[config.mk]
export PLATFORM = sky130hd
export DESIGN_NAME = div_round_seq_flat
export DESIGN_NICKNAME = d
export VERILOG_FILES = /design/src/rtl/div_round_seq_if.sv /design/src/rtl/div_round_seq.sv /design/src/flat_wrapper.sv
export SDC_FILE = /design/constraint.sdc
export NUM_CORES = 1
export LEC_CHECK = 0
export CAP_MARGIN = 20
export CORE_MARGIN = 4
export CORE_UTILIZATION = 30
export DETAILED_ROUTE_END_ITERATION = 8
export PLACE_DENSITY = 0.49
export SYNTH_ARGS = -nofsm -noshare
export SYNTH_HDL_FRONTEND = slang
export SYNTH_SLANG_ARGS = --single-unit
export TNS_END_PERCENT = 1
[constraint.sdc]
create_clock -name clk -period 2.98 [get_ports clk]
set_input_delay 0.894 -clock clk [delete_from_list [all_inputs] [get_ports clk]]
set_output_delay 0.894 -clock clk [all_outputs]
set_load 0.01 [all_outputs]
[src/rtl/div_round_seq_if.sv]
// ---------------------------------------------------------------------------
// div_round_seq_if
// Handshake bundle for the mantissa divide/round sequencer.
//   in_valid/in_ready : operand handshake (a, b, mode travel with it)
//   out_valid/out_ready : result handshake (y, carry, inexact, err)
// master = operand producer / result consumer, slave = the sequencer.
// ---------------------------------------------------------------------------
interface div_round_seq_if #(
  parameter int WIDTH = 28
);
  logic             in_valid;
  logic             in_ready;
  logic [WIDTH-1:0] a;
  logic [WIDTH-1:0] b;
  logic             mode;
  logic             out_valid;
  logic             out_ready;
  logic [WIDTH-1:0] y;
  logic             carry;
  logic             inexact;
  logic             err;

  modport master (
    output in_valid, a, b, mode, out_ready,
    input  in_ready, out_valid, y, carry, inexact, err
  );

  modport slave (
    input  in_valid, a, b, mode, out_ready,
    output in_ready, out_valid, y, carry, inexact, err
  );
endinterface

[src/rtl/div_round_seq.sv]
// ---------------------------------------------------------------------------
// div_round_seq
// Bit-serial restoring mantissa divider with final rounding at the ULP
// boundary. One quotient bit per cycle, WIDTH cycles, then one rounding
// cycle; the result is held until the consumer takes it.
// Ports:
//   clk    : rising-edge clock
//   rst_n  : asynchronous active-low reset
//   bus    : div_round_seq_if.slave (operand and result handshakes)
// Operands are fixed point 1.(WIDTH-1); a valid pair satisfies
// b[WIDTH-1]=1 and b <= a < 2b, so the quotient lies in [1,2).
// ---------------------------------------------------------------------------
module div_round_seq #(
  parameter int WIDTH = 28,
  parameter int ULP   = 4
) (
  input  logic            clk,
  input  logic            rst_n,
  div_round_seq_if.slave  bus
);

  localparam int             CW   = $clog2(WIDTH);
  localparam logic [CW-1:0]  LAST = CW'(WIDTH - 1);
  // One unit in the last kept place, in WIDTH+1 bits so the carry survives.
  localparam logic [WIDTH:0] ULP_INC = {{(WIDTH - ULP){1'b0}}, 1'b1, {ULP{1'b0}}};

  typedef enum logic [1:0] {
    IDLE  = 2'd0,
    ITER  = 2'd1,
    ROUND = 2'd2,
    DONE  = 2'd3
  } state_t;

  state_t           state_r;
  state_t           state_s;
  logic [CW-1:0]    count_r;
  logic [WIDTH:0]   r_r;
  logic [WIDTH-1:0] b_r;
  logic [WIDTH-1:0] q_r;
  logic             mode_r;
  logic             err_q_r;
  logic [WIDTH-1:0] y_r;
  logic             carry_r;
  logic             inexact_r;
  logic             err_r;

  logic             accept_s;
  logic             last_s;
  logic             in_err_s;
  logic [WIDTH:0]   divisor_s;
  logic             ge_s;
  logic [WIDTH:0]   diff_s;
  logic [WIDTH:0]   r_step_s;
  logic             guard_s;
  logic             sticky_s;
  logic             up_s;
  logic [WIDTH-1:0] trunc_s;
  logic [WIDTH:0]   sum_s;

  assign accept_s = bus.in_valid && (state_r == IDLE);
  assign last_s   = (count_r == LAST);

  // Operand precondition check, evaluated on the accept cycle only.
  always_comb begin
    in_err_s = 1'b0;
    if ((bus.b[WIDTH-1] == 1'b0) || (bus.a < bus.b) ||
        ({1'b0, bus.a} >= {bus.b, 1'b0})) begin
      in_err_s = 1'b1;
    end else begin
      in_err_s = 1'b0;
    end
  end

  // One restoring step; the remainder is not shifted after the final bit.
  always_comb begin
    divisor_s = {1'b0, b_r};
    ge_s      = (r_r >= divisor_s);
    diff_s    = r_r;
    r_step_s  = r_r;
    if (ge_s) begin
      diff_s = r_r - divisor_s;
    end else begin
      diff_s = r_r;
    end
    if (last_s) begin
      r_step_s = diff_s;
    end else begin
      r_step_s = {diff_s[WIDTH-1:0], 1'b0};
    end
  end

  // Rounding of the finished quotient; the remainder feeds the sticky bit.
  always_comb begin
    guard_s  = q_r[ULP-1];
    sticky_s = (|q_r[ULP-2:0]) || (r_r != {(WIDTH + 1){1'b0}});
    trunc_s  = {q_r[WIDTH-1:ULP], {ULP{1'b0}}};
    up_s     = 1'b0;
    if (mode_r == 1'b0) begin
      up_s = guard_s && (sticky_s || q_r[ULP]);
    end else begin
      up_s = 1'b0;
    end
    if (up_s) begin
      sum_s = {1'b0, trunc_s} + ULP_INC;
    end else begin
      sum_s = {1'b0, trunc_s};
    end
  end

  // Next-state logic.
  always_comb begin
    state_s = state_r;
    case (state_r)
      IDLE: begin
        if (bus.in_valid) begin
          state_s = ITER;
        end else begin
          state_s = IDLE;
        end
      end
      ITER: begin
        if (last_s) begin
          state_s = ROUND;
        end else begin
          state_s = ITER;
        end
      end
      ROUND: begin
        state_s = DONE;
      end
      DONE: begin
        if (bus.out_ready) begin
          state_s = IDLE;
        end else begin
          state_s = DONE;
        end
      end
      default: begin
        state_s = IDLE;
      end
    endcase
  end

  // State register.
  always_ff @(posedge clk or negedge rst_n) begin
    if (!rst_n) begin
      state_r <= IDLE;
    end else begin
      state_r <= state_s;
    end
  end

  // Datapath: operand capture, iteration, and result registers.
  always_ff @(posedge clk or negedge rst_n) begin
    if (!rst_n) begin
      count_r   <= {CW{1'b0}};
      r_r       <= {(WIDTH + 1){1'b0}};
      b_r       <= {WIDTH{1'b0}};
      q_r       <= {WIDTH{1'b0}};
      mode_r    <= 1'b0;
      err_q_r   <= 1'b0;
      y_r       <= {WIDTH{1'b0}};
      carry_r   <= 1'b0;
      inexact_r <= 1'b0;
      err_r     <= 1'b0;
    end else begin
      case (state_r)
        IDLE: begin
          if (accept_s) begin
            r_r     <= {1'b0, bus.a};
            b_r     <= bus.b;
            mode_r  <= bus.mode;
            err_q_r <= in_err_s;
            q_r     <= {WIDTH{1'b0}};
            count_r <= {CW{1'b0}};
          end
        end
        ITER: begin
          // Quotient bits enter at the LSB; after WIDTH steps bit 0 of the
          // first step has reached the MSB.
          q_r <= {q_r[WIDTH-2:0], ge_s};
          r_r <= r_step_s;
          if (!last_s) begin
            count_r <= count_r + CW'(1);
          end
        end
        ROUND: begin
          y_r       <= sum_s[WIDTH-1:0];
          carry_r   <= sum_s[WIDTH];
          inexact_r <= guard_s || sticky_s;
          err_r     <= err_q_r;
        end
        DONE: begin
          y_r <= y_r;
        end
        default: begin
          y_r <= y_r;
        end
      endcase
    end
  end

  // Handshake flags decode straight from the state flops.
  assign bus.in_ready  = (state_r == IDLE);
  assign bus.out_valid = (state_r == DONE);
  assign bus.y         = y_r;
  assign bus.carry     = carry_r;
  assign bus.inexact   = inexact_r;
  assign bus.err       = err_r;

endmodule

[src/flat_wrapper.sv]
// flat-port wrapper written by rule: the top's interface ports become plain ports
module div_round_seq_flat 
#(
  parameter int WIDTH = 28,
  parameter int ULP   = 4
)
  (clk, rst_n, bus_in_valid, bus_a, bus_b, bus_mode, bus_out_ready, bus_in_ready, bus_out_valid, bus_y, bus_carry, bus_inexact, bus_err);
  div_round_seq_if #(.WIDTH(WIDTH)) bus_i ();
  input  logic clk;
  input  logic rst_n;
  input wire logic [$bits(bus_i.in_valid)-1:0] bus_in_valid;
  input wire logic [$bits(bus_i.a)-1:0] bus_a;
  input wire logic [$bits(bus_i.b)-1:0] bus_b;
  input wire logic [$bits(bus_i.mode)-1:0] bus_mode;
  input wire logic [$bits(bus_i.out_ready)-1:0] bus_out_ready;
  output wire logic [$bits(bus_i.in_ready)-1:0] bus_in_ready;
  output wire logic [$bits(bus_i.out_valid)-1:0] bus_out_valid;
  output wire logic [$bits(bus_i.y)-1:0] bus_y;
  output wire logic [$bits(bus_i.carry)-1:0] bus_carry;
  output wire logic [$bits(bus_i.inexact)-1:0] bus_inexact;
  output wire logic [$bits(bus_i.err)-1:0] bus_err;
  assign bus_i.in_valid = bus_in_valid;
  assign bus_i.a = bus_a;
  assign bus_i.b = bus_b;
  assign bus_i.mode = bus_mode;
  assign bus_i.out_ready = bus_out_ready;
  assign bus_in_ready = bus_i.in_ready;
  assign bus_out_valid = bus_i.out_valid;
  assign bus_y = bus_i.y;
  assign bus_carry = bus_i.carry;
  assign bus_inexact = bus_i.inexact;
  assign bus_err = bus_i.err;
  div_round_seq #(.WIDTH(WIDTH), .ULP(ULP)) u_core (.clk(clk), .rst_n(rst_n), .bus(bus_i));
endmodule
Word level (Yosys, flattened, before mapping) --
Index checks and enable logic that the tools add are counted.
Storage, ports and cells: logic and storage cells 57, ROM bits 0, memories kept 0, latch bits 0, output and inout bits 33, memory bits (writable) 0, register bits after elaboration 125
Cells by class: multipliers 0, shifts and indexed selects 0, div/mod/pow operators 0, bitwise logic cells 1, $add $sub $neg 3, reductions and logical operators 15, $lt $le $gt $ge 3, equality and inequality tests 7, muxes and demuxes 16
Operators with widths (count):
- 29-bit two-way mux | 4
- 29-bit one-hot mux with 2 select lines | 1
- 28-bit one-hot mux with 2 select lines | 1
- 28-bit by 5-bit adder with 29-bit output (second input constant) | 1
- 28-bit by 29-bit >= comparator with 1-bit output | 1
- 29-bit by 28-bit >= comparator with 1-bit output | 1
- 29-bit nonzero test | 1
- 29-bit by 28-bit subtractor with 29-bit output | 1
- 28-bit < comparator | 1
- 28-bit two-way mux | 1
- 5-bit two-way mux | 2
- 5-bit one-hot mux with 2 select lines | 1
- 2-bit one-hot mux with 4 select lines | 1
- 3-bit AND reduction | 2
- 5-bit by 1-bit adder with 5-bit output (second input constant) | 1
- 5-bit equality test (second input constant) | 1
- 1-bit logical OR | 5
- 2-bit equality test (second input constant) | 2
- 2-bit two-way mux | 2
- 2-bit AND reduction | 2
- 1-bit two-way mux | 3
- 3-bit inequality test (second input constant) | 1
- 3-bit OR reduction | 1
- 2-bit by 1-bit equality test with 1-bit output (second input constant) | 1
- 6 further kinds | 7

Longest topological paths before layout --
Gate-level depths: netlist of the first run.
depth in word-level cells 6, depth in mapped cells 13, depth with buffers taken out 13

Worst setup path after synthesis of the first run --
Ideal clock, no wire load.
kind register -> register, from reg u_core.r_r[6], to reg u_core.r_r[22], cell stages (with the launch flop) 11, period minus slack after synthesis 2.718 ns, library setup time 0.133 ns, arrival time 2.585 ns, buffers on the path 0, setup slack 0.262 ns, cells stage by stage dfrtp_1 ha_1 a21oi_1 nor2_1 o41ai_4 a21oi_4 nor4_4 o21a_1 o21ai_0 a2111oi_0 nor2_1
Between the ends: cells in the longest elaborated chain, start to end 4, elaborated cells between the ends (all ways) 5, those cells by class 1 x add/sub; 1 x order compare; 3 x mux
Ends and longest elaborated chain:
- from (decl) | line div_round_seq.sv:37 | logic [WIDTH:0] r_r;
- from (signal assigned) | line div_round_seq.sv:157 | r_r <= {(WIDTH + 1){1'b0}};
- from (signal assigned) | line div_round_seq.sv:170 | r_r <= {1'b0, bus.a};
- from (signal assigned) | line div_round_seq.sv:182 | r_r <= r_step_s;
- 29-bit by 28-bit subtractor with 29-bit output or 29-bit by 28-bit >= comparator with 1-bit output (tied branches) | line div_round_seq.sv:81, div_round_seq.sv:77
- 29-bit two-way mux (*) | line div_round_seq.sv:80 | if (ge_s) begin
- 29-bit two-way mux (*) | line div_round_seq.sv:85 | if (last_s) begin
- 29-bit one-hot mux with 2 select lines (*) | line div_round_seq.sv:167 | case (state_r)
Mark *: on every way between the ends. The rest lies on a longest branch, timed or not. The select of a mux whose other input is x is not followed. A chain may end at the register's enable or synchronous reset.

Worst setup path in the final report of the first run --
from reg u_core.b_r[7], to reg u_core.r_r[22]
Between the ends: cells in the longest elaborated chain, start to end 4, elaborated cells between the ends (all ways) 5, those cells by class 1 x add/sub; 1 x order compare; 3 x mux
Ends and longest elaborated chain:
- from (decl) | line div_round_seq.sv:38 | logic [WIDTH-1:0] b_r;
- from (signal assigned) | line div_round_seq.sv:158 | b_r <= {WIDTH{1'b0}};
- from (signal assigned) | line div_round_seq.sv:171 | b_r <= bus.b;
- 29-bit by 28-bit subtractor with 29-bit output or 29-bit by 28-bit >= comparator with 1-bit output (tied branches) | line div_round_seq.sv:81, div_round_seq.sv:77
- 29-bit two-way mux (*) | line div_round_seq.sv:80
- 29-bit two-way mux (*) | line div_round_seq.sv:85
- 29-bit one-hot mux with 2 select lines (*) | line div_round_seq.sv:167
Marked as above.

==> results of run 1 <==
## per-stage QoR
step	util (%)	worst slack, ps	TNS (ps)	std cells
floorplan	-	262.0	0	960
global placement	38.09	-364.0	-587.9	1441
CTS	40.37	-31.15	-59.83	1473
finish	42.01	41.07	0	1487
detailed placement	38.09	-522.0	-712.6	1441
global route	42.01	-83.28	-424.6	1487
## routing by layer
metal	GRT usage [%]	vias up	routed length [microns]	share of wire (%)
met5	0	-	0	0
met4	5.981	0	576	2.2
met3	3.064	31	999	3.9
met2	28.04	160	12210	47
met1	23.83	3583	12160	47
li1	-	3746	-	-
## what timing repair did
item / CTS / global route
gates cloned: 0 / 2
resized for setup: 8 / 64
buffers inserted: 0 / 12
pin swaps: 1 / 24
setup endpoints to repair: 15 / 31
## area by class of cell
cell class              count  area (sq um)
clock buffers              18         429.2
clock inverters            14         138.9
fillers                  2625         15240
inverters                  70         262.8
multi-input cells         723          4911
flip-flops and latches    121          3029
well taps                 335         419.2
repair buffers            206          1851
## cells by family (layout without fill, tap and decap cells)
group	after synthesis	count (layout)	share of synthesized area, %
muxes	15	15	1.891
xor gates and xnor gates	45	45	4.884
buffers and inverters	116	308	5.690
adders and majority gates	58	58	9.085
other	1	4	0.04647
DFF	121	121	37.52
and+or+nand+nor	293	293	16.90
AOI/OAI and AO/OA	308	308	23.98
## cell usage in the layout, fill, tap and decap left out, types with 14 or more instances in the layout
cell type        count
nand2_1            119
clkdlybuf4s50_1     88
o21ai_1             14
xnor2_1             20
clkbuf_16           19
inv_1               66
nor2_1              66
a21o_1              15
buf_4              110
a22o_1              26
dfrtp_1            120
o21ai_0             92
ha_1                45
xor2_1              24
nand3_1             15
a21oi_1             73
## path summary, 6_finish.rpt
path | slack (ps) | start | to | cells after the start
setup reg to reg | 40 | u_core.b_r[7] | u_core.r_r[22] | 13
setup / recovery | 40 | u_core.b_r[7] | u_core.r_r[22] | 13
min in group clk | 480 | u_core.bus.y[14] | u_core.bus.y[14] | 2
hold / removal | 460 | rst_n | u_core.b_r[3] | 1
max in group asynchronous | 1820 | rst_n | u_core.r_r[27] | 2
hold reg to reg | 480 | u_core.bus.y[14] | u_core.bus.y[14] | 2
## flip-flops by register name, indices dropped and copies added (netlist names)
signal and flops:
u_core.q_r 28, u_core.bus.err 1, u_core.err_q_r 1, u_core.bus.inexact 1, u_core.b_r 28, u_core.r_r 29
u_core.bus.carry 1, u_core.bus.y 24, u_core.count_r 5, u_core.state_r 2, u_core.mode_r 1
## power breakdown
part / switching, mW / internal (mW)
combinational: 5.18 / 4.67
clock: 0.869 / 1.17
sequential: 0.590 / 2.38
## worst reg2reg max path: cells and delay by family (launching register included)
| family | cells | cell delay, ps |
|---|---|---|
| buf+inv | 2 | 250 |
| compound gates | 6 | 1430 |
| simple gates | 3 | 370 |
| flops | 1 | 360 |
| xor+xnor | 1 | 180 |
| fa+ha+maj | 1 | 230 |
==> metrics, run 1 <==
status complete, no violations; critical-path cell list inv_1 -> ha_4 -> buf_4 -> a21o_1 -> a31oi_4 -> a211oi_2 -> o21bai_1 -> nand3b_1 -> a31oi_4 -> xor2_2 -> nor2_1 -> a2111oi_2 -> nor2_1; Cell variety after synth 66; Synth Flop Type dfrtp_1; Seq cells post-synth around 120; detailed placement HPWL between 15000 and 20000 microns; number of hold violations in the final report 0; Relative slew margins between 40% and 50%; GR Util All Layers between 10% and 20%; Hold WS roughly 460 ps; slowest stage delay, CP between 300 and 400 ps; share of the synthesized area in the top cell type between 30 and 40%; num rows between 50 and 60; Sink Count 121; PD cells 1346 nW/um^2; # port buffers a little under 90; largest net degree at the start of global routing 39; worst path required time 3290 ps; Worst setup EP type register; Avg WL per Cell between 15 and 20 microns; starting utilization of the core area a little under a third; Final ANT Viol Nets 0; Post-Syn Instances ~960; Worst Tran Pin Value 879.6 ps; Pre-Repair DR Iteration Count 5; vias in the first global route 7443; via count ~7500; Clock Root Buffer clkbuf_16; Design Power approximately 15 mW; post-synthesis to final-layout area growth 36.81%; post-synthesis sequential area ratio 37.52%; Core Box Area between 20000 and 30000 sq um; cell accounting for the most synthesized area dfrtp_1; Tcrit/Tclk final between 90% and 100%; die area approximately 30000 sq um; Final Slew Violations 0; Post-synth EDFFs 0; Syn. warnings 0; final wirelength around 26000 microns; leak pwr around 4.9 nW; critical path fanouts, max 4; placed cell area between 10000 and 15000 sq um; CTS tree done; Clk Latency, worst-skew pair between 400 and 500 ps; Die Width 172.0 microns; Mapped Area 8070 sq um; Worst Setup Start Kind register; RSZ-0062 raised after global routing true; routability cong. between 0.8 and 0.9; Clock Path Buffers 2; fin crit period roughly 2900 ps; Avg Vias per Cell about 5.1; worst hold path class in -> async; first-pass GRT wire length 40780 microns; Iter 0 DRT Violations between 400 and 500; CP Buf/Inv Count 2; CTS Hold Bufs 0; top post-synthesis cells by area dfrtp_1 (38%), ha_1 (8.8%), o21ai_0 (6.1%); number of buffers created by CTS 17; layout cell share with drive strength beyond 1 between 10% and 20%; Worst-path clk slew 60 ps; Async SR Flop Fraction between 90% and 100%; Worst path slowest cell a2111oi_2; # diodes 0; upper clock frequency limit approximately 340 MHz; critical path class reg -> reg; Top Ports 94; final instance area around 11000 sq um; Clock Skews between 10 and 15 ps; CP delay by family, top compound AO/OA/AOI/OAI gates; most frequent cells after synthesis dfrtp_1 (121), nand2_1 (121), o21ai_0 (99), a21oi_1 (78), inv_1 (69); Post-route DRC 0; mean post-synth cell area roughly 8.4 sq um; final setup violation count 0; maximum VDD drop 0.4709 mV; critical path arrival roughly 3300 ps; Max-Cap Viols 0; total congestion overflow 0; antenna violations before repair 0; H-tree depth 4; die height roughly 170 microns; Nets around 1300
No activity file was read; power rests on OpenSTA's default activity.
==> run 2, diff against run 1 <==
Settings changed: CORE_MARGIN 4 to 10, CTS_CLUSTER_SIZE set to 14, PLACE_DENSITY 0.49 to not set, PLACE_DENSITY_LB_ADDON set to 0.25.
==> run 2 against run 1 <==
  * Clock skew down 3.6 ps
  * Cell area is 0.65% lower
  * Via count fell by 0.24%
  * Highest routed layer unchanged
  * Hold slack got worse by 15 ps
  * Critical path type unchanged
  * Non-clock buffer count fell by 6
  * Global-route usage is 2.6 points lower
  * Core utilization down 0.27 points
  * Critical endpoint is now u_core.r_r[9]
==> metrics, run 2 (synthesized netlist as in run 1, its figures left out) <==
final instance area 10970 sq um (-0.65%); Final Slew Violations 0 (unchanged); worst path required time 3290 ps (about the same); Clk Latency, worst-skew pair 430 ps (about the same); Clock Root Buffer clkbuf_16; Worst-path clk slew 60 ps (about the same); Post-route DRC 0 (unchanged); setup total negative slack 0 ps (unchanged); Worst path depth 12 (-1); maximum VDD drop 0.4803 mV (+2.0%); upper clock frequency limit 344.3 MHz (+1.2%); Iter 0 DRT Violations 453 (-7.0%); Relative slew margins 55.02% (+14 points); number of hold violations in the final report 0 (unchanged); critical path arrival 3210 ps (-40 ps); CP delay by family, top compound AO/OA/AOI/OAI gates; Reg2Reg Depth 12 (-1); via count 7502 (-0.24%); CTS tree done; final wirelength 25380 microns (-2.2%); Clock Path Buffers 2 (unchanged); Tcrit/Tclk final 97.47% (-1.2 points); total congestion overflow 0 (unchanged); Die Width 184.0 microns (+7.0%); most common cell after layout, fill and taps aside dfrtp_1; reg2reg end u_core.r_r[9]; critical-path cell list ha_4 -> nand3_2 -> or3_1 -> a31o_1 -> a21oi_4 -> nor4_4 -> o21a_2 -> buf_8 -> buf_4 -> and2_1 -> a211oi_1 -> o21ai_1; fin crit period 2905 ps (-34.39 ps); H-tree depth 4 (unchanged); die height 184.0 microns (+7.0%); placed cell area 10030 sq um (+0.20%); Nets 1252 (-0.48%); PD cells 1348 nW/um^2 (+0.19%); largest net degree at the start of global routing 48 (+23%); status complete, no violations; first-pass GRT wire length 40090 microns (-1.7%); GR Util All Layers 14.89% (-2.6 points); num rows 59 (unchanged); worst hold path class in -> async; most flop-heavy register u_core.r_r; CP Buf/Inv Count 2 (unchanged); CTS Hold Bufs 0 (unchanged); leak pwr 4.911 nW (about the same); Worst Tran Pin Value 666.2 ps (-213.4 ps); Avg WL per Cell 17.12 microns (-1.9%); Avg Vias per Cell 5.062 (about the same); Max-Cap Viols 0 (unchanged); layout cell share with drive strength beyond 1 17.28% (-1.6 points); post-synthesis to final-layout area growth 35.92%; Top Ports 94 (unchanged); Core Box Area 26280 sq um (unchanged); post-route setup slack 75.46 ps (+34.39 ps); starting utilization of the core area 30.71% (unchanged); Clock Skews 7.498 ps (-3.575 ps); Worst R2R Start u_core.r_r[8]; routability cong. 0.9013 (+5.7%); most frequent cells in the layout dfrtp_1 (121), nand2_1 (120), buf_4 (105); final setup violation count 0 (unchanged); RSZ-0062 raised after global routing true; Sink Count 121 (unchanged); Top Registers u_core.r_r (29), u_core.b_r (28), u_core.q_r (28); Util after Layout 41.74% (-0.27 points); Worst setup EP type register; die area 33860 sq um (+14%); number of buffers created by CTS 17 (unchanged); post-place setup slack -324.0 ps (+198.0 ps); antenna violations before repair 1 (+1); Worst Setup Start Kind register; vias in the first global route 7423 (-0.27%); critical path class reg -> reg; detailed placement HPWL 19220 microns (+1.1%); slowest stage delay, CP 420 ps (+40 ps); r2r setup slk 80 ps (+30 ps); Design Power 14.79 mW (-0.46%); Largest register FFs 29 (unchanged); # port buffers 89 (unchanged); Final ANT Viol Nets 0 (unchanged); Pre-Repair DR Iteration Count 5 (unchanged); critical path fanouts, max 7 (+3); Worst path slowest cell dfrtp_1
## run 2: cell type report
cell class | instances | area [sq um]
Antenna cell | 1 | 2.502
Multi-Input combinational cell | 723 | 4843
Inverter | 70 | 262.8
Fill cell | 2646 | 15310
Timing Repair Buffer | 200 | 1795
Clock buffer | 18 | 429.2
Sequential cell | 121 | 3028
Tap cell | 335 | 419.2
Clock inverter | 14 | 188.9
## run 2: metrics by stage
stage | instances | hold slack, ps
after floorplan | 960 | 446.3
after global placement | 1442 | 459.6
after detailed placement | 1442 | 469.1
after CTS | 1474 | 462.9
after global routing | 1482 | 465.0
final | 1482 | 448.7
## run 2: power breakdown
part,internal [mW],switching [mW]
logic,4.60,5.03
registers,2.38,0.564
clock network,1.34,0.873
## run 2: how the worst max path moves through the flow
stage,from,to,slack (ps)
floorplan,u_core.r_r[6],u_core.r_r[22],260
global placement,bus_b[1],u_core.err_q_r,-370
detailed placement,bus_b[1],u_core.err_q_r,-320
CTS,u_core.b_r[6],u_core.r_r[21],-20
global route,u_core.r_r[8],u_core.r_r[21],-80
finish,u_core.r_r[8],u_core.r_r[9],80
## run 2: timing repair
action | in CTS | in global routing
pin swaps | 3 | 29
endpoints found under the setup margin | 13 | 28
hold endpoints to repair | 0 | 0
resized for setup | 7 | 53
buffers inserted | 0 | 7
## run 2: routing by layer
layer  GRT usage (%)  wire length [microns]  share of wire (%)
met1           19.08                  11890                 47
met2           24.59                  12080                 48
met3           2.905                   1015                4.0
met4           4.785                    386                1.5
met5               0                      0                  0
